## src/rtl/riscv_decode_alu.sv

```systemverilog
// RV32I single-cycle control decoder and ALU with branch resolution.
// Only state is the sticky illegal-instruction flag.
module riscv_decode_alu #(
  parameter int BITNESS        = 32,
  parameter int ALU_CTRL_WIDTH = 4
) (
  input  logic                      clk_i,
  input  logic                      rst_ni,
  input  logic [31:0]               instr_i,
  input  logic [BITNESS-1:0]        op1_i,
  input  logic [BITNESS-1:0]        op2_i,
  output logic [BITNESS-1:0]        alu_o,
  output logic                      zero_o,
  output logic [1:0]                pcSrc_o,
  output logic [1:0]                resultSrc_o,
  output logic                      regWrite_o,
  output logic                      memWrite_o,
  output logic                      aluSrc_o,
  output logic [2:0]                immSrc_o,
  output logic [ALU_CTRL_WIDTH-1:0] aluControl_o,
  output logic                      illegal_o
);

  localparam logic [6:0] OP_R      = 7'b0110011;
  localparam logic [6:0] OP_I      = 7'b0010011;
  localparam logic [6:0] OP_LOAD   = 7'b0000011;
  localparam logic [6:0] OP_STORE  = 7'b0100011;
  localparam logic [6:0] OP_BRANCH = 7'b1100011;
  localparam logic [6:0] OP_JAL    = 7'b1101111;
  localparam logic [6:0] OP_JALR   = 7'b1100111;
  localparam logic [6:0] OP_LUI    = 7'b0110111;

  localparam logic [ALU_CTRL_WIDTH-1:0] ALU_ADD  = ALU_CTRL_WIDTH'(4'b0000);
  localparam logic [ALU_CTRL_WIDTH-1:0] ALU_SUB  = ALU_CTRL_WIDTH'(4'b0001);
  localparam logic [ALU_CTRL_WIDTH-1:0] ALU_AND  = ALU_CTRL_WIDTH'(4'b0010);
  localparam logic [ALU_CTRL_WIDTH-1:0] ALU_OR   = ALU_CTRL_WIDTH'(4'b0011);
  localparam logic [ALU_CTRL_WIDTH-1:0] ALU_XOR  = ALU_CTRL_WIDTH'(4'b0100);
  localparam logic [ALU_CTRL_WIDTH-1:0] ALU_SLL  = ALU_CTRL_WIDTH'(4'b0101);
  localparam logic [ALU_CTRL_WIDTH-1:0] ALU_SRL  = ALU_CTRL_WIDTH'(4'b0110);
  localparam logic [ALU_CTRL_WIDTH-1:0] ALU_SRA  = ALU_CTRL_WIDTH'(4'b0111);
  localparam logic [ALU_CTRL_WIDTH-1:0] ALU_SLT  = ALU_CTRL_WIDTH'(4'b1000);
  localparam logic [ALU_CTRL_WIDTH-1:0] ALU_SLTU = ALU_CTRL_WIDTH'(4'b1001);

  typedef enum logic [1:0] {
    PC_SEQ,
    PC_BRANCH,
    PC_JAL,
    PC_JALR
  } pc_kind_t;

  logic [6:0]                w_opcode;
  logic [2:0]                w_funct3;
  logic                      w_funct7_5;
  logic                      w_illegal;
  logic                      w_taken;
  pc_kind_t                  w_pc_kind;
  logic [ALU_CTRL_WIDTH-1:0] w_alu_ctrl;
  logic [4:0]                w_shamt;
  logic                      r_illegal;

  assign w_opcode   = instr_i[6:0];
  assign w_funct3   = instr_i[14:12];
  assign w_funct7_5 = instr_i[30];
  assign w_shamt    = op2_i[4:0];

  // Shared R/I-ALU mapping; subtraction only exists in the register form.
  function automatic logic [ALU_CTRL_WIDTH-1:0] alu_sel(input logic [2:0] f3,
                                                        input logic f7_5,
                                                        input logic is_reg);
    case (f3)
      3'b000:  alu_sel = (is_reg && f7_5) ? ALU_SUB : ALU_ADD;
      3'b001:  alu_sel = ALU_SLL;
      3'b010:  alu_sel = ALU_SLT;
      3'b011:  alu_sel = ALU_SLTU;
      3'b100:  alu_sel = ALU_XOR;
      3'b101:  alu_sel = f7_5 ? ALU_SRA : ALU_SRL;
      3'b110:  alu_sel = ALU_OR;
      default: alu_sel = ALU_AND;
    endcase
  endfunction

  always_comb begin
    regWrite_o  = 1'b0;
    memWrite_o  = 1'b0;
    aluSrc_o    = 1'b0;
    immSrc_o    = 3'b000;
    resultSrc_o = 2'b01;
    w_alu_ctrl  = ALU_ADD;
    w_pc_kind   = PC_SEQ;
    w_illegal   = 1'b0;
    case (w_opcode)
      OP_R: begin
        regWrite_o = 1'b1;
        w_alu_ctrl = alu_sel(w_funct3, w_funct7_5, 1'b1);
      end
      OP_I: begin
        regWrite_o = 1'b1;
        aluSrc_o   = 1'b1;
        w_alu_ctrl = alu_sel(w_funct3, w_funct7_5, 1'b0);
      end
      OP_LOAD: begin
        regWrite_o  = 1'b1;
        aluSrc_o    = 1'b1;
        resultSrc_o = 2'b00;
        w_illegal   = (w_funct3 == 3'b011) || (w_funct3 == 3'b110) || (w_funct3 == 3'b111);
      end
      OP_STORE: begin
        memWrite_o = 1'b1;
        aluSrc_o   = 1'b1;
        immSrc_o   = 3'b001;
        w_illegal  = w_funct3[2] || (w_funct3[1:0] == 2'b11);
      end
      OP_BRANCH: begin
        immSrc_o  = 3'b010;
        w_pc_kind = PC_BRANCH;
        case (w_funct3[2:1])
          2'b00:   w_alu_ctrl = ALU_SUB;
          2'b10:   w_alu_ctrl = ALU_SLT;
          2'b11:   w_alu_ctrl = ALU_SLTU;
          default: w_illegal  = 1'b1;
        endcase
      end
      OP_JAL: begin
        regWrite_o  = 1'b1;
        immSrc_o    = 3'b100;
        resultSrc_o = 2'b10;
        w_pc_kind   = PC_JAL;
      end
      OP_JALR: begin
        regWrite_o  = 1'b1;
        aluSrc_o    = 1'b1;
        resultSrc_o = 2'b10;
        w_pc_kind   = PC_JALR;
        w_illegal   = (w_funct3 != 3'b000);
      end
      OP_LUI: begin
        regWrite_o  = 1'b1;
        immSrc_o    = 3'b011;
        resultSrc_o = 2'b11;
      end
      default: w_illegal = 1'b1;
    endcase
    // Illegal words fall back to inert defaults so nothing is written.
    if (w_illegal) begin
      regWrite_o  = 1'b0;
      memWrite_o  = 1'b0;
      aluSrc_o    = 1'b0;
      immSrc_o    = 3'b000;
      resultSrc_o = 2'b01;
      w_alu_ctrl  = ALU_ADD;
      w_pc_kind   = PC_SEQ;
    end
  end

  assign aluControl_o = w_alu_ctrl;

  always_comb begin
    alu_o = '0;
    case (w_alu_ctrl)
      ALU_ADD:  alu_o = op1_i + op2_i;
      ALU_SUB:  alu_o = op1_i - op2_i;
      ALU_AND:  alu_o = op1_i & op2_i;
      ALU_OR:   alu_o = op1_i | op2_i;
      ALU_XOR:  alu_o = op1_i ^ op2_i;
      ALU_SLL:  alu_o = op1_i << w_shamt;
      ALU_SRL:  alu_o = op1_i >> w_shamt;
      ALU_SRA:  alu_o = $signed(op1_i) >>> w_shamt;
      ALU_SLT:  alu_o = {{(BITNESS-1){1'b0}}, ($signed(op1_i) < $signed(op2_i))};
      ALU_SLTU: alu_o = {{(BITNESS-1){1'b0}}, (op1_i < op2_i)};
      default:  alu_o = '0;
    endcase
  end

  assign zero_o = (alu_o == '0);

  // BEQ/BGE/BGEU take on zero; BNE/BLT/BLTU on non-zero.
  always_comb begin
    w_taken = 1'b0;
    case (w_funct3)
      3'b000, 3'b101, 3'b111: w_taken = zero_o;
      3'b001, 3'b100, 3'b110: w_taken = !zero_o;
      default:                w_taken = 1'b0;
    endcase
  end

  always_comb begin
    pcSrc_o = 2'b00;
    case (w_pc_kind)
      PC_BRANCH: pcSrc_o = w_taken ? 2'b01 : 2'b00;
      PC_JAL:    pcSrc_o = 2'b01;
      PC_JALR:   pcSrc_o = 2'b10;
      default:   pcSrc_o = 2'b00;
    endcase
  end

  always_ff @(posedge clk_i or negedge rst_ni) begin
    if (!rst_ni) begin
      r_illegal <= 1'b0;
    end else if (w_illegal) begin
      r_illegal <= 1'b1;
    end
  end

  assign illegal_o = r_illegal;

endmodule

```

## config.mk

```make
export PLATFORM = sky130hd
export DESIGN_NAME = riscv_decode_alu
export DESIGN_NICKNAME = d
export VERILOG_FILES = /design/src/rtl/riscv_decode_alu.sv
export SDC_FILE = /design/constraint.sdc
export NUM_CORES = 1
export LEC_CHECK = 0
export ABC_AREA = 0
export BUFFER_PORTS_ARGS = -buffer_cell sky130_fd_sc_hd__buf_2
export CAP_MARGIN = 20
export CORE_UTILIZATION = 45
export DETAILED_ROUTE_END_ITERATION = 10
export PLACE_DENSITY = 0.65
export SLEW_MARGIN = 20
export SYNTH_ARGS = -nofsm -noshare
export SYNTH_HDL_FRONTEND = slang
export SYNTH_SLANG_ARGS = --single-unit
```

## constraint.sdc

```tcl
create_clock -name clk_i -period 8.44 [get_ports clk_i]
set_clock_uncertainty 0.1 [all_clocks]
set_input_delay 1.688 -clock clk_i [delete_from_list [all_inputs] [get_ports clk_i]]
set_output_delay 1.688 -clock clk_i [all_outputs]
set_load 0.02 [all_outputs]
```

==> impl_metrics.tcl, run 1 <==
set metrics [dict create \
    run_status "finished clean" \
    max_cap_viol_count 0 \
    area_growth_syn_to_layout_pct 10.3 \
    crit_path_max_fanout 12 \
    detail_route.iter0.violations 1779 \
    area.sequential_um2 25.0 \
    flip_flop_count_of_the_largest_register_after_layout 1 \
    max_clock_freq_ghz 0.122 \
    setup_viol 0 \
    worst_slew_pin_slew_ps 944 \
    top_layer_used "met4" \
    die_area_um2 23800 \
    maxSlewHeadroom_pct 36.2 \
    worst_hold_path.num_cells 1 \
    grt_antenna_before_repair 1 \
    synth_common_cells "nor2_1 (147), nand2_1 (137), a21oi_1 (116), inv_1 (105), ha_1 (100)" \
    met1_length_um 21400 \
    finish.net_count 1772 \
    post-route-period-util_pct 96.9 \
    cp-start-kind "primary input" \
    cellPowerDensity_nw_per_um2 72.7 \
    netlist.area_leader.share_pct 12.3 \
    timing.critical_path.required_ps 6650 \
    final.min_clock_period_ps 8180 \
    synthesis.nets 1704 \
    hold_path_class "flip-flop to flip-flop" \
    worstSetupEndpointType "primary output" \
    async_flop_share_pct 100 \
    critical_path.max_stage_delay_ps 560 \
    first_pass_grt_wire_length_um 77500 \
    avgViaCountPerCell 7.13 \
    drive_above_1_share_pct 19.7 \
    final_max_slew_viol_count 0 \
    floorplan.io_pins 146 \
    synth-warning-count 0 \
    post_synth_num_cell_types 87 \
    synth-main-ff-cell "dfrtp_1" \
    grt_start_max_net_pins 74 \
    timing.reg2reg.worst_path_depth 1 \
    dpl.hpwl_um 40300 \
    ys_seq_area_share_pct 0.239 \
    synth_area_um2 10500 \
    cell_leakage_power_nw 5.01 \
    start_util_pct 46.0 \
    unrepaired_setup_endpoints_after_global_routing "false" \
    fill_cells 2386 \
    route.vias.total 13200 \
    synth.top_cells.by_area "mux4_2 (12%), ha_1 (12%), mux2i_1 (5.6%)" \
    die_w_um 154 \
    first_pass_iters 6 \
    hold_fails_final_rpt 0 \
    tns_ps 0 \
    cts.repair_timing.setup_buffer_count 0 \
    dieHeight_um 154 \
    global_route.usage.total_pct 42.8 \
    clkSlewWorstSetupHoldPaths_ps 0 \
    syn-instance-count 1504 \
    yosys_register_bits 1 \
    route.antenna.remaining_nets 0 \
    first_global_vias 11900 \
    yosys.cell_count.top_type "nor2_1" \
    synth-edff-count 0 \
    critPathArrivalTime_ps 6390 \
    fin_worst_hold_slack_ps 399 \
    setup.reg_to_reg.worst_slack_ps 7680 \
    wl_per_cell_um 28.3 \
    drt-total-wl_um 52500 \
    timing.critical_path.slowest_stage_cell "or4_1" \
    portBuffers 124 \
    worst-setup-path-type "primary input to primary output" \
    total_number_of_placement_rows 55 \
    core_ar_um2 22700 \
    insertion_delay_ps 0 \
    met3WireLength_um 7060 \
    post-synth-top-area-cell "mux4_2" \
    vdd.ir_drop.worst_mv 0.0455 \
    synthesis.area_per_instance_um2 6.95 \
    grt_remaining_overflow 0 \
    gp_routability_congestion 1.05 \
    multi_input_comb_area_um2 9450 \
    critical_path.cell_chain "buf_2 > inv_1 > ha_1 > inv_1 > nand2_1 > o311ai_1 > a21oi_1 > o311ai_0 > buf_4 > a21oi_1 > a211oi_1 > or4_1 > nand3_1 > or4_1 > nor4_2 > buf_4 > o2111ai_1 > nor2b_1 > nand2b_1 > buf_2" \
    diodes 0 \
    met2RoutedLength_um 21900 \
    drc_errors 0 \
]
[critical path, delay by kind of cell]
| kind | cells | cell delay (ps) |
|---|---|---|
| buffers and inverters | 6 | 1320 |
| adder cells (fa/ha/maj) | 1 | 480 |
| AO/OA/AOI/OAI | 6 | 1630 |
| AND/OR/NAND/NOR | 7 | 1280 |
[power by group]
part	leakage, nW	internal [mW]	switching [mW]	total, mW
sequential	0.00875	0.00488	0	0.00488
clock	0	0	0	0
combinational	5.00	0.295	0.538	0.833
[metrics by stage]
step	area, µm²	power, mW	instances	utilization [%]	worst slack [ps]
finish	11500	0.838	1855	50.8	263
detailed placement	11500	0.801	1855	50.7	200
global placement	11500	0.800	1855	50.7	365
floorplan	10500	0.509	1504	-	494
global route	11500	0.879	1855	50.8	34.0
CTS	11500	0.805	1855	50.7	153
[final cells by class]
type	count	share of cell area, %
multi-input combinational	1255	81.9
timing repair buffer	206	11.2
inverter	108	3.52
tap	285	3.09
sequential	1	0.217
[cells by family after synthesis]
logic type	count (synthesis)	share of synthesized area, %
flops	1	0.239
mux	135	20.0
fa+ha+maj	102	12.4
compound gates	504	33.3
simple gates	490	22.5
buf+inv	248	9.62
xor+xnor	24	2.01
[final timing paths]
check / from / end
worst max-delay path: op1_i[8] / pcSrc_o[0]
worst min-delay path: illegal_o / illegal_o
worst max register to register: illegal_o / illegal_o
worst min register to register: illegal_o / illegal_o
max in group asynchronous: rst_ni / illegal_o
min in group asynchronous: rst_ni / illegal_o
[repair_timing]
action,4_1_cts,5_1_grt
endpoints found under the setup margin,0,1
gates resized for setup,0,6
hold buffers,0,0
[per-layer routing]
layer	up-vias	GRT usage [%]
met5	-	0
met4	0	14.2
met3	124	9.97
met2	936	63.0
met1	6322	60.8
li1	5852	-
[cells in the final DEF (no fill, tap or decap), types with 20 or more instances in the layout]
cell	instances
a211oi_1	30
a21oi_1	116
a221oi_1	22
a31oi_1	22
buf_2	122
buf_4	79
ha_1	100
inv_1	105
mux2i_1	59
mux4_2	57
nand2_1	137
nand3_1	23
nor2_1	147
nor3_1	49
nor4_1	21
o211ai_1	26
o21ai_0	81
xnor2_1	20
Power figures use the tool's default switching activity.
==> inputs of run 2 (changes only) <==
--- a/config.mk
+++ b/config.mk
@@ -11,6 +11,7 @@
 export CORE_UTILIZATION = 45
 export DETAILED_ROUTE_END_ITERATION = 10
 export PLACE_DENSITY = 0.65
+export RECOVER_POWER = 25
 export SLEW_MARGIN = 20
 export SYNTH_ARGS = -nofsm -noshare
 export SYNTH_HDL_FRONTEND = slang
==> constraint.sdc (replaced) <==
create_clock -name clk_i -period 8.8 [get_ports clk_i]
set_clock_uncertainty 0.1 [all_clocks]
set_input_delay 1.76 -clock clk_i [delete_from_list [all_inputs] [get_ports clk_i]]
set_output_delay 1.76 -clock clk_i [all_outputs]
set_load 0.02 [all_outputs]
==> run 2 against run 1 <==
Critical path depth decreased by 1; hold slack got worse by 42 ps; sequential share of layout area about the same; register-to-register slack improved by 390 ps; first-iteration DRC count increased by 10%; wire length increased by 0.54%; setup slack got worse by 13 ps; via count increased by 0.48%; combinational power decreased by 4.4%; cell count decreased by 0.38%; core utilization decreased by 0.34 points; flip-flop and latch count unchanged; critical path type unchanged; largest cell class unchanged.
==> impl_metrics.tcl, run 2 (synthesis results as in run 1) <==
set metrics [dict create \
    tns_ps 0 \
    first_pass_grt_wire_length_um 77600 \
    fill_cells 2348 \
    final.min_clock_period_ps 8550 \
    maxSlewHeadroom_pct 30.0 \
    first_global_vias 11700 \
    finish.net_count 1765 \
    setup.reg_to_reg.worst_slack_ps 8070 \
    avgViaCountPerCell 7.20 \
    post-route-period-util_pct 97.2 \
    first_pass_iters 5 \
    wl_per_cell_um 28.6 \
    cp-start-kind "primary input" \
    cellPowerDensity_nw_per_um2 69.9 \
    route.vias.total 13300 \
    unrepaired_setup_endpoints_after_global_routing "false" \
    run_status "finished clean" \
    setup_viol 0 \
    floorplan.io_pins 146 \
    timing.critical_path.required_ps 6940 \
    start_util_pct 46.0 \
    commonest_non_fill_non_tap_cells_in_the_layout "nor2_1 (147), nand2_1 (137), a21oi_1 (116), buf_2 (115), inv_1 (105)" \
    worst-setup-path-type "primary input to primary output" \
    portBuffers 124 \
    cts_hold_buf 0 \
    dpl.hpwl_um 40600 \
    diodes 0 \
    max_cap_viol_count 0 \
    crit_path_max_fanout 12 \
    route.antenna.remaining_nets 0 \
    global_route.usage.total_pct 42.7 \
    cts.repair_timing.setup_buffer_count 0 \
    post-place-ws_ps 275 \
    gp_routability_congestion 1.04 \
    area_growth_syn_to_layout_pct 9.56 \
    core_ar_um2 22700 \
    die_area_um2 23800 \
    die_w_um 154 \
    drt-total-wl_um 52800 \
    grt_start_max_net_pins 74 \
    dieHeight_um 154 \
    final_max_slew_viol_count 0 \
    grt_remaining_overflow 0 \
    total_number_of_placement_rows 55 \
    hold_path_class "flip-flop to flip-flop" \
    cell_leakage_power_nw 4.94 \
    grt_antenna_before_repair 0 \
    insertion_delay_ps 0 \
    drc_errors 0 \
    max_clock_freq_ghz 0.117 \
    layout.cells.most_common "nor2_1" \
    clkSlewWorstSetupHoldPaths_ps 0 \
    drive_above_1_share_pct 18.6 \
    critPathArrivalTime_ps 6690 \
    hold_fails_final_rpt 0 \
    flip_flop_count_of_the_largest_register_after_layout 1 \
    post_cts.resized_instances 0 \
    worst_slew_pin_slew_ps 1040 \
    vdd.ir_drop.worst_mv 0.0572 \
    worstSetupEndpointType "primary output" \
    final.setup.worst_slack_ps 249 \
    detail_route.iter0.violations 1961 \
    fin_worst_hold_slack_ps 357 \
]
[run 2: final timing paths]
kind,start,endpoint,cells past startpoint
worst max-delay path,op1_i[10],pcSrc_o[0],19
worst min-delay path,illegal_o,illegal_o,1
worst max register to register,illegal_o,illegal_o,1
worst min register to register,illegal_o,illegal_o,1
max in group asynchronous,rst_ni,illegal_o,1
min in group asynchronous,rst_ni,illegal_o,1
[run 2: through the flow]
stage / instance area [µm²] / cells / utilization (%) / power [mW]
2_1_floorplan: 10500 / 1504 / - / 0.488
3_3_place_gp: 11500 / 1848 / 50.5 / 0.766
3_5_place_dp: 11500 / 1848 / 50.5 / 0.767
4_1_cts: 11500 / 1848 / 50.5 / 0.771
5_1_grt: 11500 / 1848 / 50.4 / 0.838
6_report: 11500 / 1848 / 50.4 / 0.801
[run 2: area by class of cell]
class	instances	area, µm²	share of cell area (%)
timing repair buffer	199	1230	10.7
multi-input combinational	1255	9440	82.4
sequential	1	25.0	0.218
inverter	108	405	3.54
tap	285	357	3.11
[run 2: metal layers]
metal	up-vias	share of wire, %	GRT usage (%)	wire length, µm
li1	5829	-	-	-
met1	6407	42	63.1	22200
met2	935	42	62.5	22100
met3	126	12	6.02	6320
met4	0	4.1	15.0	2180
met5	-	0	0	0
[run 2: critical path, cell delays in order]
cell       delay [ps]
buf_2             310
inv_1             130
ha_1              520
inv_1             140
a21oi_1           250
o311ai_0          220
a21oi_1           540
a21oi_1           170
xnor2_1           270
o22ai_1           180
or4_1             600
nor4_1            320
nand4b_1          170
nor4_2            400
buf_4             210
o2111ai_1         100
nor2b_1           150
nand2b_1           70
buf_2             160
[run 2: report_power, final]
| group | switching (mW) | internal [mW] |
|---|---|---|
| combinational | 0.516 | 0.280 |
| sequential | 0 | 0.00468 |
| clock | 0 | 0 |
